`config.mk`:
```
export PLATFORM = sky130hd
export DESIGN_NAME = mem_access_sequencer_flat
export DESIGN_NICKNAME = d
export VERILOG_FILES = /design/src/rtl/mem_access_sequencer_pkg.sv /design/src/rtl/mem_access_sequencer_if.sv /design/src/rtl/mem_access_sequencer_port_addr_guard.sv /design/src/rtl/mem_access_sequencer.sv /design/src/flat_wrapper.sv
export SDC_FILE = /design/constraint.sdc
export NUM_CORES = 1
export LEC_CHECK = 0
export BUFFER_PORTS_ARGS = -buffer_cell sky130_fd_sc_hd__buf_4
export CAP_MARGIN = 0
export CORE_ASPECT_RATIO = 0.8
export CORE_UTILIZATION = 48
export CTS_BUF_LIST = sky130_fd_sc_hd__clkbuf_4 sky130_fd_sc_hd__clkbuf_8 sky130_fd_sc_hd__clkbuf_16
export DETAILED_ROUTE_END_ITERATION = 16
export GPL_TIMING_DRIVEN = 0
export HOLD_SLACK_MARGIN = 0.1
export MAX_ROUTING_LAYER = met4
export PLACE_DENSITY = 0.85
export SLEW_MARGIN = 20
export SYNTH_ARGS = -nofsm -noshare
export SYNTH_HDL_FRONTEND = slang
export SYNTH_SLANG_ARGS = --single-unit
```
`constraint.sdc`:
```
create_clock -name clk -period 1.7 [get_ports clk]
set_input_delay 0.255 -clock clk [delete_from_list [all_inputs] [get_ports clk]]
set_output_delay 0.255 -clock clk [all_outputs]
set_load 0.02 [all_outputs]
```
`src/rtl/mem_access_sequencer_pkg.sv`:
```
`default_nettype none
// ============================================================================
// Module  : mem_access_sequencer_pkg
// Purpose : Shared definitions for the memory access sequencer. Holds the
//           sequencer state encoding, the memory-mapped I/O port addresses
//           (shared with data_memory_manager) and the wait-counter width.
// Ports   : none (package)
// Revision: 1.0 - initial release
// ============================================================================
package mem_access_sequencer_pkg;

  typedef enum logic [2:0] {
    ST_IDLE  = 3'd0,
    ST_ADDR  = 3'd1,
    ST_WRITE = 3'd2,
    ST_READ  = 3'd3,
    ST_RESP  = 3'd4
  } seq_state_t;

  // Memory-mapped I/O ports decoded by data_memory_manager.
  localparam logic [9:0] INPUT_PORT_ADDR  = 10'h3FE;
  localparam logic [9:0] OUTPUT_PORT_ADDR = 10'h3FF;

  // READ_WAIT is limited to 0..7, so three bits hold the countdown.
  localparam int WAIT_CNT_W = 3;

endpackage : mem_access_sequencer_pkg
`default_nettype wire

```
`src/rtl/mem_access_sequencer_if.sv`:
```
`default_nettype none
// ============================================================================
// Module  : mem_access_sequencer_if
// Purpose : Bundles the request, response and manager-bus signals of the
//           memory access sequencer.
// Ports   : request  in_req_valid/out_req_ready/in_req_write/in_req_addr/
//                    in_req_data
//           response out_resp_valid/in_resp_ready/out_resp_data/out_resp_err
//           manager  out_mem_addr/out_mem_addr_write_en/out_mem_write_en/
//                    out_mem_read_en/out_mem_data/in_mem_data
//           Modport slave is the sequencer view, master the environment view.
// Revision: 1.0 - initial release
// ============================================================================
interface mem_access_sequencer_if #(
  parameter int ADDR_W = 10,
  parameter int DATA_W = 8
);
  logic              in_req_valid;
  logic              out_req_ready;
  logic              in_req_write;
  logic [ADDR_W-1:0] in_req_addr;
  logic [DATA_W-1:0] in_req_data;
  logic              out_resp_valid;
  logic              in_resp_ready;
  logic [DATA_W-1:0] out_resp_data;
  logic              out_resp_err;
  logic [ADDR_W-1:0] out_mem_addr;
  logic              out_mem_addr_write_en;
  logic              out_mem_write_en;
  logic              out_mem_read_en;
  logic [DATA_W-1:0] out_mem_data;
  logic [DATA_W-1:0] in_mem_data;

  modport slave (
    input  in_req_valid, in_req_write, in_req_addr, in_req_data,
           in_resp_ready, in_mem_data,
    output out_req_ready, out_resp_valid, out_resp_data, out_resp_err,
           out_mem_addr, out_mem_addr_write_en, out_mem_write_en,
           out_mem_read_en, out_mem_data
  );

  modport master (
    output in_req_valid, in_req_write, in_req_addr, in_req_data,
           in_resp_ready, in_mem_data,
    input  out_req_ready, out_resp_valid, out_resp_data, out_resp_err,
           out_mem_addr, out_mem_addr_write_en, out_mem_write_en,
           out_mem_read_en, out_mem_data
  );
endinterface : mem_access_sequencer_if
`default_nettype wire

```
`src/rtl/mem_access_sequencer_port_addr_guard.sv`:
```
`default_nettype none
// ============================================================================
// Module  : mem_access_sequencer_port_addr_guard
// Purpose : Combinational check that rejects accesses going the wrong way on
//           a memory-mapped port: a store to the input port or a load from
//           the output port.
// Ports   : addr   in  ADDR_W  request address
//           write  in  1       1=store, 0=load
//           reject out 1       access must not be sequenced
// Revision: 1.0 - initial release
// ============================================================================
module mem_access_sequencer_port_addr_guard
  import mem_access_sequencer_pkg::*;
#(
  parameter int ADDR_W = 10
) (
  input  wire logic [ADDR_W-1:0] addr,
  input  wire logic              write,
  output logic                   reject
);

  assign reject = (write  && (addr == ADDR_W'(INPUT_PORT_ADDR))) ||
                  (!write && (addr == ADDR_W'(OUTPUT_PORT_ADDR)));

endmodule : mem_access_sequencer_port_addr_guard
`default_nettype wire

```
`src/rtl/mem_access_sequencer.sv`:
```
`default_nettype none
// ============================================================================
// Module  : mem_access_sequencer
// Purpose : Upstream driver of data_memory_manager. Accepts one load/store
//           request at a time and sequences the manager's address-latch,
//           write and read strobes, then returns a response.
// Ports   : clk    in  1  single clock
//           rst_n  in  1  asynchronous active-low reset
//           bus    mem_access_sequencer_if.slave (request/response/manager)
// Macro   : PORT_ADDR_GUARD_EN - when defined, a store to the input port or a
//           load from the output port is answered with resp_err=1 and no
//           manager strobe; otherwise every address is sequenced and
//           out_resp_err is tied low.
// Revision: 1.0 - initial release
// ============================================================================
module mem_access_sequencer
  import mem_access_sequencer_pkg::*;
#(
  parameter int ADDR_W    = 10,
  parameter int DATA_W    = 8,
  parameter int READ_WAIT = 1   // extra read-strobe cycles, 0..7
) (
  input  wire logic             clk,
  input  wire logic             rst_n,
  mem_access_sequencer_if.slave bus
);

  seq_state_t            r_state;
  logic [WAIT_CNT_W-1:0] r_wait_cnt;
  logic                  r_req_write;
  logic                  r_req_ready;
  logic                  r_resp_valid;
  logic [DATA_W-1:0]     r_resp_data;
  logic [ADDR_W-1:0]     r_mem_addr;
  logic [DATA_W-1:0]     r_mem_data;
  logic                  r_addr_we;
  logic                  r_write_en;
  logic                  r_read_en;
  logic                  w_reject;

`ifdef PORT_ADDR_GUARD_EN
  logic r_resp_err;

  mem_access_sequencer_port_addr_guard #(
    .ADDR_W (ADDR_W)
  ) u_port_addr_guard (
    .addr   (bus.in_req_addr),
    .write  (bus.in_req_write),
    .reject (w_reject)
  );

  assign bus.out_resp_err = r_resp_err;
`else
  assign w_reject         = 1'b0;
  assign bus.out_resp_err = 1'b0;
`endif

  always_ff @(posedge clk or negedge rst_n) begin
    if (!rst_n) begin
      r_state      <= ST_IDLE;
      r_wait_cnt   <= '0;
      r_req_write  <= 1'b0;
      r_req_ready  <= 1'b1;
      r_resp_valid <= 1'b0;
      r_resp_data  <= '0;
      r_mem_addr   <= '0;
      r_mem_data   <= '0;
      r_addr_we    <= 1'b0;
      r_write_en   <= 1'b0;
      r_read_en    <= 1'b0;
`ifdef PORT_ADDR_GUARD_EN
      r_resp_err   <= 1'b0;
`endif
    end else begin
      // Strobes are single-cycle pulses unless a state re-asserts them,
      // which keeps them one-hot by construction.
      r_addr_we  <= 1'b0;
      r_write_en <= 1'b0;
      r_read_en  <= 1'b0;
      case (r_state)
        ST_IDLE: begin
          if (bus.in_req_valid) begin
            r_req_ready <= 1'b0;
            r_resp_data <= '0;
            if (w_reject) begin
              // Manager bus is left untouched on a rejected access.
              r_resp_valid <= 1'b1;
              r_state      <= ST_RESP;
            end else begin
              r_req_write <= bus.in_req_write;
              r_mem_addr  <= bus.in_req_addr;
              r_mem_data  <= bus.in_req_data;
              r_addr_we   <= 1'b1;
              r_state     <= ST_ADDR;
            end
`ifdef PORT_ADDR_GUARD_EN
            r_resp_err <= w_reject;
`endif
          end
        end
        ST_ADDR: begin
          if (r_req_write) begin
            r_write_en <= 1'b1;
            r_state    <= ST_WRITE;
          end else begin
            r_read_en  <= 1'b1;
            r_wait_cnt <= WAIT_CNT_W'(READ_WAIT);
            r_state    <= ST_READ;
          end
        end
        ST_WRITE: begin
          r_resp_valid <= 1'b1;
          r_state      <= ST_RESP;
        end
        ST_READ: begin
          if (r_wait_cnt == '0) begin
            r_resp_data  <= bus.in_mem_data;
            r_resp_valid <= 1'b1;
            r_state      <= ST_RESP;
          end else begin
            r_wait_cnt <= r_wait_cnt - WAIT_CNT_W'(1);
            r_read_en  <= 1'b1;
          end
        end
        ST_RESP: begin
          if (bus.in_resp_ready) begin
            r_resp_valid <= 1'b0;
            r_req_ready  <= 1'b1;
            r_state      <= ST_IDLE;
          end
        end
        default: begin
          r_resp_valid <= 1'b0;
          r_req_ready  <= 1'b1;
          r_state      <= ST_IDLE;
        end
      endcase
    end
  end

  assign bus.out_req_ready         = r_req_ready;
  assign bus.out_resp_valid        = r_resp_valid;
  assign bus.out_resp_data         = r_resp_data;
  assign bus.out_mem_addr          = r_mem_addr;
  assign bus.out_mem_data          = r_mem_data;
  assign bus.out_mem_addr_write_en = r_addr_we;
  assign bus.out_mem_write_en      = r_write_en;
  assign bus.out_mem_read_en       = r_read_en;

endmodule : mem_access_sequencer
`default_nettype wire

```
`src/flat_wrapper.sv`:
```
// flat-port wrapper written by rule: the top's interface ports become plain ports
module mem_access_sequencer_flat import mem_access_sequencer_pkg::*;
#(
  parameter int ADDR_W    = 10,
  parameter int DATA_W    = 8,
  parameter int READ_WAIT = 1                                    
)
  (clk, rst_n, bus_in_req_valid, bus_in_req_write, bus_in_req_addr, bus_in_req_data, bus_in_resp_ready, bus_in_mem_data, bus_out_req_ready, bus_out_resp_valid, bus_out_resp_data, bus_out_resp_err, bus_out_mem_addr, bus_out_mem_addr_write_en, bus_out_mem_write_en, bus_out_mem_read_en, bus_out_mem_data);
  mem_access_sequencer_if #(.ADDR_W(ADDR_W), .DATA_W(DATA_W)) bus_i ();
  input  wire logic clk;
  input  wire logic rst_n;
  input wire logic [$bits(bus_i.in_req_valid)-1:0] bus_in_req_valid;
  input wire logic [$bits(bus_i.in_req_write)-1:0] bus_in_req_write;
  input wire logic [$bits(bus_i.in_req_addr)-1:0] bus_in_req_addr;
  input wire logic [$bits(bus_i.in_req_data)-1:0] bus_in_req_data;
  input wire logic [$bits(bus_i.in_resp_ready)-1:0] bus_in_resp_ready;
  input wire logic [$bits(bus_i.in_mem_data)-1:0] bus_in_mem_data;
  output wire logic [$bits(bus_i.out_req_ready)-1:0] bus_out_req_ready;
  output wire logic [$bits(bus_i.out_resp_valid)-1:0] bus_out_resp_valid;
  output wire logic [$bits(bus_i.out_resp_data)-1:0] bus_out_resp_data;
  output wire logic [$bits(bus_i.out_resp_err)-1:0] bus_out_resp_err;
  output wire logic [$bits(bus_i.out_mem_addr)-1:0] bus_out_mem_addr;
  output wire logic [$bits(bus_i.out_mem_addr_write_en)-1:0] bus_out_mem_addr_write_en;
  output wire logic [$bits(bus_i.out_mem_write_en)-1:0] bus_out_mem_write_en;
  output wire logic [$bits(bus_i.out_mem_read_en)-1:0] bus_out_mem_read_en;
  output wire logic [$bits(bus_i.out_mem_data)-1:0] bus_out_mem_data;
  assign bus_i.in_req_valid = bus_in_req_valid;
  assign bus_i.in_req_write = bus_in_req_write;
  assign bus_i.in_req_addr = bus_in_req_addr;
  assign bus_i.in_req_data = bus_in_req_data;
  assign bus_i.in_resp_ready = bus_in_resp_ready;
  assign bus_i.in_mem_data = bus_in_mem_data;
  assign bus_out_req_ready = bus_i.out_req_ready;
  assign bus_out_resp_valid = bus_i.out_resp_valid;
  assign bus_out_resp_data = bus_i.out_resp_data;
  assign bus_out_resp_err = bus_i.out_resp_err;
  assign bus_out_mem_addr = bus_i.out_mem_addr;
  assign bus_out_mem_addr_write_en = bus_i.out_mem_addr_write_en;
  assign bus_out_mem_write_en = bus_i.out_mem_write_en;
  assign bus_out_mem_read_en = bus_i.out_mem_read_en;
  assign bus_out_mem_data = bus_i.out_mem_data;
  mem_access_sequencer #(.ADDR_W(ADDR_W), .DATA_W(DATA_W), .READ_WAIT(READ_WAIT)) u_core (.clk(clk), .rst_n(rst_n), .bus(bus_i));
endmodule
```
==> reports/metrics.yaml, run 1 <==
outcome: "completed"
worstHoldPathCells: 2
drv_slew: 0
dpl_cell_area_um2: 2150
yosys.cell_types.count: 30
final-setup-viol-count: 0
rsz0062_at_grt: "no"
cp-start-kind: "flip-flop"
setup_tns_ns: 0
seq_area_frac_synth: 0.578
clockRootBuffer: "clkbuf_8"
die_h_um: 54.4
max_cap_violations: 0
wl_mm: 3.27
wire_per_inst_um: 14.8
design_area_um2: 2250
fin_crit_ns: 1.63
syn_nets: 145
io_buffers: 61
rr_startpoint: "u_core.r_state[0]"
drt_pass1_iterations: 3
p_clk_frac: 0.126
synth_cells: 112
critPathKind: "flip-flop to flip-flop"
ctsLongestPathBuffers: 2
start_util: 0.519
insertion_delay_ns: 0.28
ant_nets: 0
cts_buffers: 5
crit_arrival_ns: 1.79
r2r_setup_slack_ns: 0.07
async_flop_share: 1.00
fillers: 225
endpoint_kind: "flip-flop"
seqCellArea_um2: 953
dp_hpwl_mm: 2.41
hold_viol: 0
clkTransAtPathRegs_ns: 0.07
whs_ns: 0.190
io_pins: 63
gp_congestion: 0.678
cts_max_level: 2
worstHoldStart: "bus_in_mem_data[7]"
rows: 18
ys_dominant_reg_cell: "dfrtp_1"
multiInputGateArea_um2: 624
initialDrtViolationCount: 13
cts.sinks: 38
final_nets: 214
min_to: "u_core.bus.out_resp_data[7]"
via_count: 1131
fp.coreArea_um2: 3180
grt_pass1_vias: 1111
seqPwrFrac: 0.354
p_sw_uw: 1620
peakVddDrop_v: 0.000946
holdCritPathClass: "input port to flip-flop"
timing.final.crit_share: 0.957
die_x_um: 67.5
fin_util: 0.708
crit_fanout: 10
synth_enable_flop_cells: 0
grt_pass1_wl_mm: 4.94
worstRegToRegCells: 4
pwr-share-comb: 0.520
drc_errors: 0
fmax_mhz: 615
cp.required_ns: 1.86
p_per_area_nw_per_um2: 1960
grt_max_degree: 39
dieArea_um2: 3670
cts_tree: "yes"
p_int_uw: 2770
area_growth_pct: 36.6
post-cts-setup-buffers: 0
p_leak_uw: 0.00114
grt_remaining_overflow: 0
yosys_warnings: 0
syn_avg_cell_area_um2: 14.7
clock_skew_ns: 0.00659
diodes: 0
ys_ff_latch: 38
p_sw_frac: 0.369
antenna_found_initial: 0
routed_via_density: 5.12
drive_above_1_share: 0.547
rr_endpoint: "u_core.bus.out_mem_addr[9]"
syn-cell-area_um2: 1650
gr-usage-all-layers: 0.200
## synthesized netlist by cell type (2+ instances only)
cell type | instances | area share
buf_12 | 2 | 0.024
o22ai_1 | 2 | 0.0076
nor2b_1 | 3 | 0.011
nand2_1 | 2 | 0.0046
inv_1 | 5 | 0.011
mux2_4 | 19 | 0.17
dfrtp_1 | 37 | 0.56
a22o_1 | 10 | 0.053
ha_1 | 2 | 0.015
nor3_1 | 2 | 0.0061
or2b_1 | 2 | 0.0091
a21oi_1 | 6 | 0.018
nor2_1 | 3 | 0.0068
## how the worst max path moves through the flow
stage	start	endpoint	slack, ns
global route	u_core.r_state[0]	u_core.bus.out_mem_data[4]	0.02
global placement	u_core.r_state[0]	u_core.bus.out_mem_data[6]	0.11
detailed placement	u_core.r_wait_cnt[0]	u_core.r_wait_cnt[0]	0.06
finish	u_core.r_state[0]	u_core.bus.out_mem_addr[9]	0.07
CTS	u_core.r_wait_cnt[0]	u_core.bus.out_resp_data[5]	0.04
floorplan	u_core.r_state[0]	u_core.bus.out_mem_addr[0]	0.17
## flip-flops by register name, indices dropped and copies added, names as in the netlist
name	flops
u_core.bus.out_mem_read_en	1
u_core.r_req_write	1
u_core.bus.out_mem_data	8
u_core.bus.out_resp_data	8
u_core.bus.out_req_ready	1
u_core.r_state	3
u_core.r_wait_cnt	3
u_core.bus.out_mem_addr	10
u_core.bus.out_mem_write_en	1
u_core.bus.out_mem_addr_write_en	1
u_core.bus.out_resp_valid	1
## what timing repair did
| action | CTS | global route |
|---|---|---|
| resized for setup | 0 | 3 |
| setup endpoints to repair | 0 | 13 |
| hold buffers | 1 | 0 |
| hold endpoints to repair | 37 | 0 |
## power groups by stage
stage               clock, uW  combinational, uW  sequential [uW]
CTS                       565               2300             1550
finish                    554               2290             1560
floorplan                   0               1130             1920
detailed placement          0               2280             1560
global placement            0               2210             1530
global route              615               2450             1610
## worst max-delay path: stages, from the launching register on
cell and delay, ns:
dfrtp_2 0.45, or3b_4 0.47, nor2_8 0.13, buf_12 0.15, mux2_4 0.30
## metal layers
metal,GRT usage,up-vias,wire (um)
met5,-,-,0
li1,-,527,-
met2,0.323,54,1550
met3,0.0500,11,248
met4,0.110,0,76
met1,0.231,539,1400
## cell usage in the layout, fill, tap and decap left out, types with 2 or more instances in the layout
cell | Yosys | final
mux2_4 | 19 | 19
buf_4 | 1 | 62
or2b_1 | 2 | 2
nand2_1 | 2 | 2
nor2_1 | 3 | 2
dfrtp_1 | 37 | 36
o22ai_1 | 2 | 2
a22o_1 | 10 | 10
buf_12 | 2 | 2
clkinv_2 | 0 | 2
clkbuf_8 | 0 | 5
ha_1 | 2 | 2
nor2b_1 | 3 | 2
nor3_1 | 2 | 2
a21oi_1 | 6 | 6
inv_1 | 5 | 5
## layout make-up
type / instances / share of cell area
clock inverter: 2 / 0.00445
clock buffer: 5 / 0.0306
timing repair buffer: 62 / 0.208
tap: 40 / 0.0222
sequential: 38 / 0.424
buffer: 5 / 0.0250
inverter: 5 / 0.00834
multi-input combinational: 64 / 0.278
## metrics by stage
step	power, uW	setup WS, ns	std cells
finish	4400	0.0729	221
global route	4670	0.0244	221
CTS	4410	0.0436	221
detailed placement	3840	0.0646	213
global placement	3740	0.105	213
floorplan	3050	0.168	112
## logic make-up (layout without fill, tap and decap cells)
kind of cell / after synthesis / count (layout) / synth area share
DFF: 38 / 38 / 0.578
AOI/OAI and AO/OA: 22 / 22 / 0.101
and+or+nand+nor: 20 / 20 / 0.0844
muxes: 19 / 19 / 0.173
buffers and inverters: 10 / 79 / 0.0456
adders and majority gates: 2 / 2 / 0.0152
other: 1 / 1 / 0.00228
No activity file was read; power rests on OpenSTA's default activity.
==> inputs of run 2 (changes only) <==
--- a/config.mk
+++ b/config.mk
@@ -7,15 +7,16 @@
 export LEC_CHECK = 0
 export BUFFER_PORTS_ARGS = -buffer_cell sky130_fd_sc_hd__buf_4
 export CAP_MARGIN = 0
-export CORE_ASPECT_RATIO = 0.8
-export CORE_UTILIZATION = 48
+export CORE_ASPECT_RATIO = 1.5
+export CORE_UTILIZATION = 47
 export CTS_BUF_LIST = sky130_fd_sc_hd__clkbuf_4 sky130_fd_sc_hd__clkbuf_8 sky130_fd_sc_hd__clkbuf_16
 export DETAILED_ROUTE_END_ITERATION = 16
 export GPL_TIMING_DRIVEN = 0
 export HOLD_SLACK_MARGIN = 0.1
 export MAX_ROUTING_LAYER = met4
-export PLACE_DENSITY = 0.85
+export PLACE_DENSITY = 0.84
 export SLEW_MARGIN = 20
 export SYNTH_ARGS = -nofsm -noshare
 export SYNTH_HDL_FRONTEND = slang
+export SYNTH_HIERARCHICAL = 1
 export SYNTH_SLANG_ARGS = --single-unit
==> run 2 against run 1 <==
  * Wire length decreased by 0.73%
  * Sequential power about the same
  * Global-route usage increased by 0.95 points
==> reports/metrics.yaml, run 2 <==
fp.coreArea_um2: 3130  # was 3180 um^2
max_cap_violations: 0  # unchanged
cts_buffers: 5  # unchanged
endpoint_kind: "flip-flop"  # unchanged
drc_errors: 0  # unchanged
cts.sinks: 38  # unchanged
seq_area_frac_synth: 0.624  # was 0.578
post-cts-setup-buffers: 0  # unchanged
drv_slew: 0  # unchanged
crit_start: "u_core/r_wait_cnt[0]"  # was u_core.r_state[0]
ys_ff_latch: 38  # unchanged
cp.required_ns: 1.87  # was 1.86 ns
grt_remaining_overflow: 0  # unchanged
largest_reg_flops: 10  # unchanged
cts_tree: "yes"  # unchanged
critical_path.cell_chain: "inv_1, ha_1, ha_2, and4b_1, buf_4, nor2_4, a22o_1"  # was or3b_4, nor2_8, buf_12, mux2_4
syn_nets: 141  # was 145
crit_arrival_ns: 1.81  # was 1.79 ns
synth_enable_flop_cells: 0  # unchanged
insertion_delay_ns: 0.28  # about the same
gr-usage-all-layers: 0.210  # was 0.200
multiInputGateArea_um2: 507  # was 624 um^2
dp_hpwl_mm: 2.37  # was 2.41 mm
ant_nets: 0  # unchanged
start_util: 0.488  # was 0.519
syn-cell-area_um2: 1530  # was 1650 um^2
crit_fanout: 9  # was 10
die_h_um: 71.8  # was 54.4 um
grt_pass1_vias: 1184  # was 1111
cp_slowest_cell: "dfrtp_1"  # was or3b_4
power.total_uw: 4140  # was 4400 uW
antenna_found_initial: 0  # unchanged
routed_via_density: 5.22  # was 5.12
wl_mm: 3.25  # was 3.27 mm
placedCellCount: 209  # was 213
clock_skew_ns: 0.00467  # was 0.00659 ns
fmax_mhz: 612  # was 615 MHz
worstRegToRegCells: 7  # was 4
final_nets: 210  # was 214
fin_util: 0.686  # was 0.708
fin_cells: 218  # was 221
outcome: "completed"  # unchanged
max_stage_delay_ns: 0.39  # was 0.47 ns
synth_area_leaders: "dfrtp_1, mux2_2, a22o_1"  # was dfrtp_1, mux2_4, a22o_1
io_pins: 63  # unchanged
yosys.cell_types.count: 27  # was 30
seqCellArea_um2: 952  # was 953 um^2
fin_crit_ns: 1.63  # about the same
netlist.area_leader.share: 0.607  # was 0.562
p_per_area_nw_per_um2: 1930  # was 1960 nW/um^2
timing.final.crit_share: 0.961  # was 0.957
hold_viol: 0  # unchanged
p_leak_uw: 0.00106  # was 0.00114 uW
final_common_cell: "buf_4"  # unchanged
async_flop_share: 1.00  # unchanged
crit_cells: 7  # was 4
critical_path_buf_inv_count: 2  # was 1
rr_startpoint: "u_core/r_wait_cnt[0]"  # was u_core.r_state[0]
yosysTopAreaCell: "dfrtp_1"  # unchanged
clkTransAtPathRegs_ns: 0.07  # about the same
ys_dominant_reg_cell: "dfrtp_1"  # unchanged
io_buffers: 61  # unchanged
r2r_setup_slack_ns: 0.07  # about the same
peakVddDrop_v: 0.00121  # was 0.000946 V
via_count: 1138  # was 1131
syn_avg_cell_area_um2: 14.1  # was 14.7 um^2
die_x_um: 48.5  # was 67.5 um
rows: 25  # was 18
gp_congestion: 0.908  # was 0.678
cts_max_level: 2  # unchanged
yosysMostFrequentCell: "dfrtp_1"  # unchanged
cp-start-kind: "flip-flop"  # unchanged
critPathKind: "flip-flop to flip-flop"  # unchanged
synth_common_cells: "dfrtp_1, mux2_2, a22o_1, a21oi_1, inv_1"  # was dfrtp_1, mux2_4, a22o_1, a21oi_1, inv_1
drt_pass1_iterations: 4  # was 3
final-setup-viol-count: 0  # unchanged
grt_max_degree: 39  # unchanged
holdCritPathClass: "input port to flip-flop"  # unchanged
rsz0062_at_grt: "no"  # unchanged
cp-endpoint: "u_core/bus.out_resp_data[1]"  # was u_core.bus.out_mem_addr[9]
grt_pass1_wl_mm: 5.27  # was 4.94 mm
setup_tns_ns: 0  # unchanged
initialDrtViolationCount: 37  # was 13
synth_cells: 108  # was 112
mostFrequentLayoutCells: "buf_4, dfrtp_1, mux2_2"  # was buf_4, dfrtp_1, mux2_4
clockRootBuffer: "clkbuf_8"  # unchanged
rr_endpoint: "u_core/bus.out_resp_data[1]"  # was u_core.bus.out_mem_addr[9]
cp_top_family: "flip-flops"  # was simple AND/OR/NAND/NOR gates
area_growth_pct: 40.5  # was 36.6%
wire_per_inst_um: 14.9  # was 14.8 um
ctsLongestPathBuffers: 2  # unchanged
dieArea_um2: 3480  # was 3670 um^2
whs_ns: 0.153  # was 0.190 ns
fillers: 244  # was 225
drive_above_1_share: 0.556  # was 0.547
diodes: 0  # unchanged
yosys_warnings: 6  # was 0
-- run 2: cell count changes in the layout (fill, tap and decap cells not counted), moves of 2 or more --
cell       delta
buf_12        -2
o2bb2ai_1     +2
mux2_2       +19
mux2_4       -19
nand2_1       +2
buf_4         +2
nor2b_1       -2
buf_6         +2
a22o_1        -2
o22ai_1       -2
-- run 2: how the worst min path moves through the flow --
stage                                 start                         end  cells past startpoint  slack (ns)
after floorplan                       rst_n  u_core/bus.out_mem_addr[0]                      0       -0.04
after global placement                rst_n          u_core/r_req_write                      1        0.23
after detailed placement              rst_n          u_core/r_req_write                      1        0.24
after CTS                 bus_in_resp_ready           u_core/r_state[2]                      2        0.15
after global routing      bus_in_resp_ready           u_core/r_state[2]                      2        0.15
final                     bus_in_resp_ready           u_core/r_state[2]                      2        0.15
-- run 2: per-stage QoR --
stage	area [um^2]	setup WS, ns
after floorplan	1530	0.216
after global placement	2030	0.120
after detailed placement	2030	0.0586
after CTS	2140	0.0217
after global routing	2140	0.00113
final	2140	0.0665
-- run 2: logic make-up (layout without fill, tap and decap cells) --
| group | count (synthesis) | count (layout) | share of synthesized area |
|---|---|---|---|
| flops | 38 | 38 | 0.624 |
| compound gates | 20 | 20 | 0.0943 |
| mux | 19 | 19 | 0.140 |
| simple gates | 16 | 16 | 0.0770 |
| buf+inv | 12 | 82 | 0.0459 |
| fa+ha+maj | 2 | 2 | 0.0164 |
| other cells | 1 | 1 | 0.00246 |
-- run 2: worst reg2reg max path, delay by kind of cell, from the launching register on --
family	cells	cell delay [ns]
and+or+nand+nor	2	0.32
adders and majority gates	2	0.36
buffers and inverters	2	0.24
AOI/OAI and AO/OA	1	0.22
DFF	1	0.39
-- run 2: routing by layer --
| metal | part of all wire | GRT usage | vias up |
|---|---|---|---|
| li1 | - | - | 517 |
| met1 | 0.35 | 0.202 | 559 |
| met2 | 0.56 | 0.377 | 50 |
| met3 | 0.057 | 0.0531 | 12 |
| met4 | 0.031 | 0.118 | 0 |
| met5 | 0 | - | - |
-- run 2: power by group --
part | total, uW | switching, uW | internal, uW
combinational | 1950 | 1000 | 943
sequential | 1550 | 243 | 1310
clock | 639 | 296 | 343
-- run 2: final cells by class --
| type | count | share of cell area |
|---|---|---|
| plain buffers | 6 | 0.0233 |
| flip-flops and latches | 38 | 0.444 |
| inverters | 6 | 0.0105 |
| clock inverters | 1 | 0.00233 |
| multi-input cells | 58 | 0.236 |
| well taps | 40 | 0.0233 |
| clock buffers | 7 | 0.0420 |
| repair buffers | 62 | 0.218 |
-- run 2: what timing repair did --
item | CTS | global route
endpoints found under the hold margin | 37 | 0
setup endpoints to repair | 0 | 8
hold buffers | 1 | 0
gates resized for setup | 0 | 3
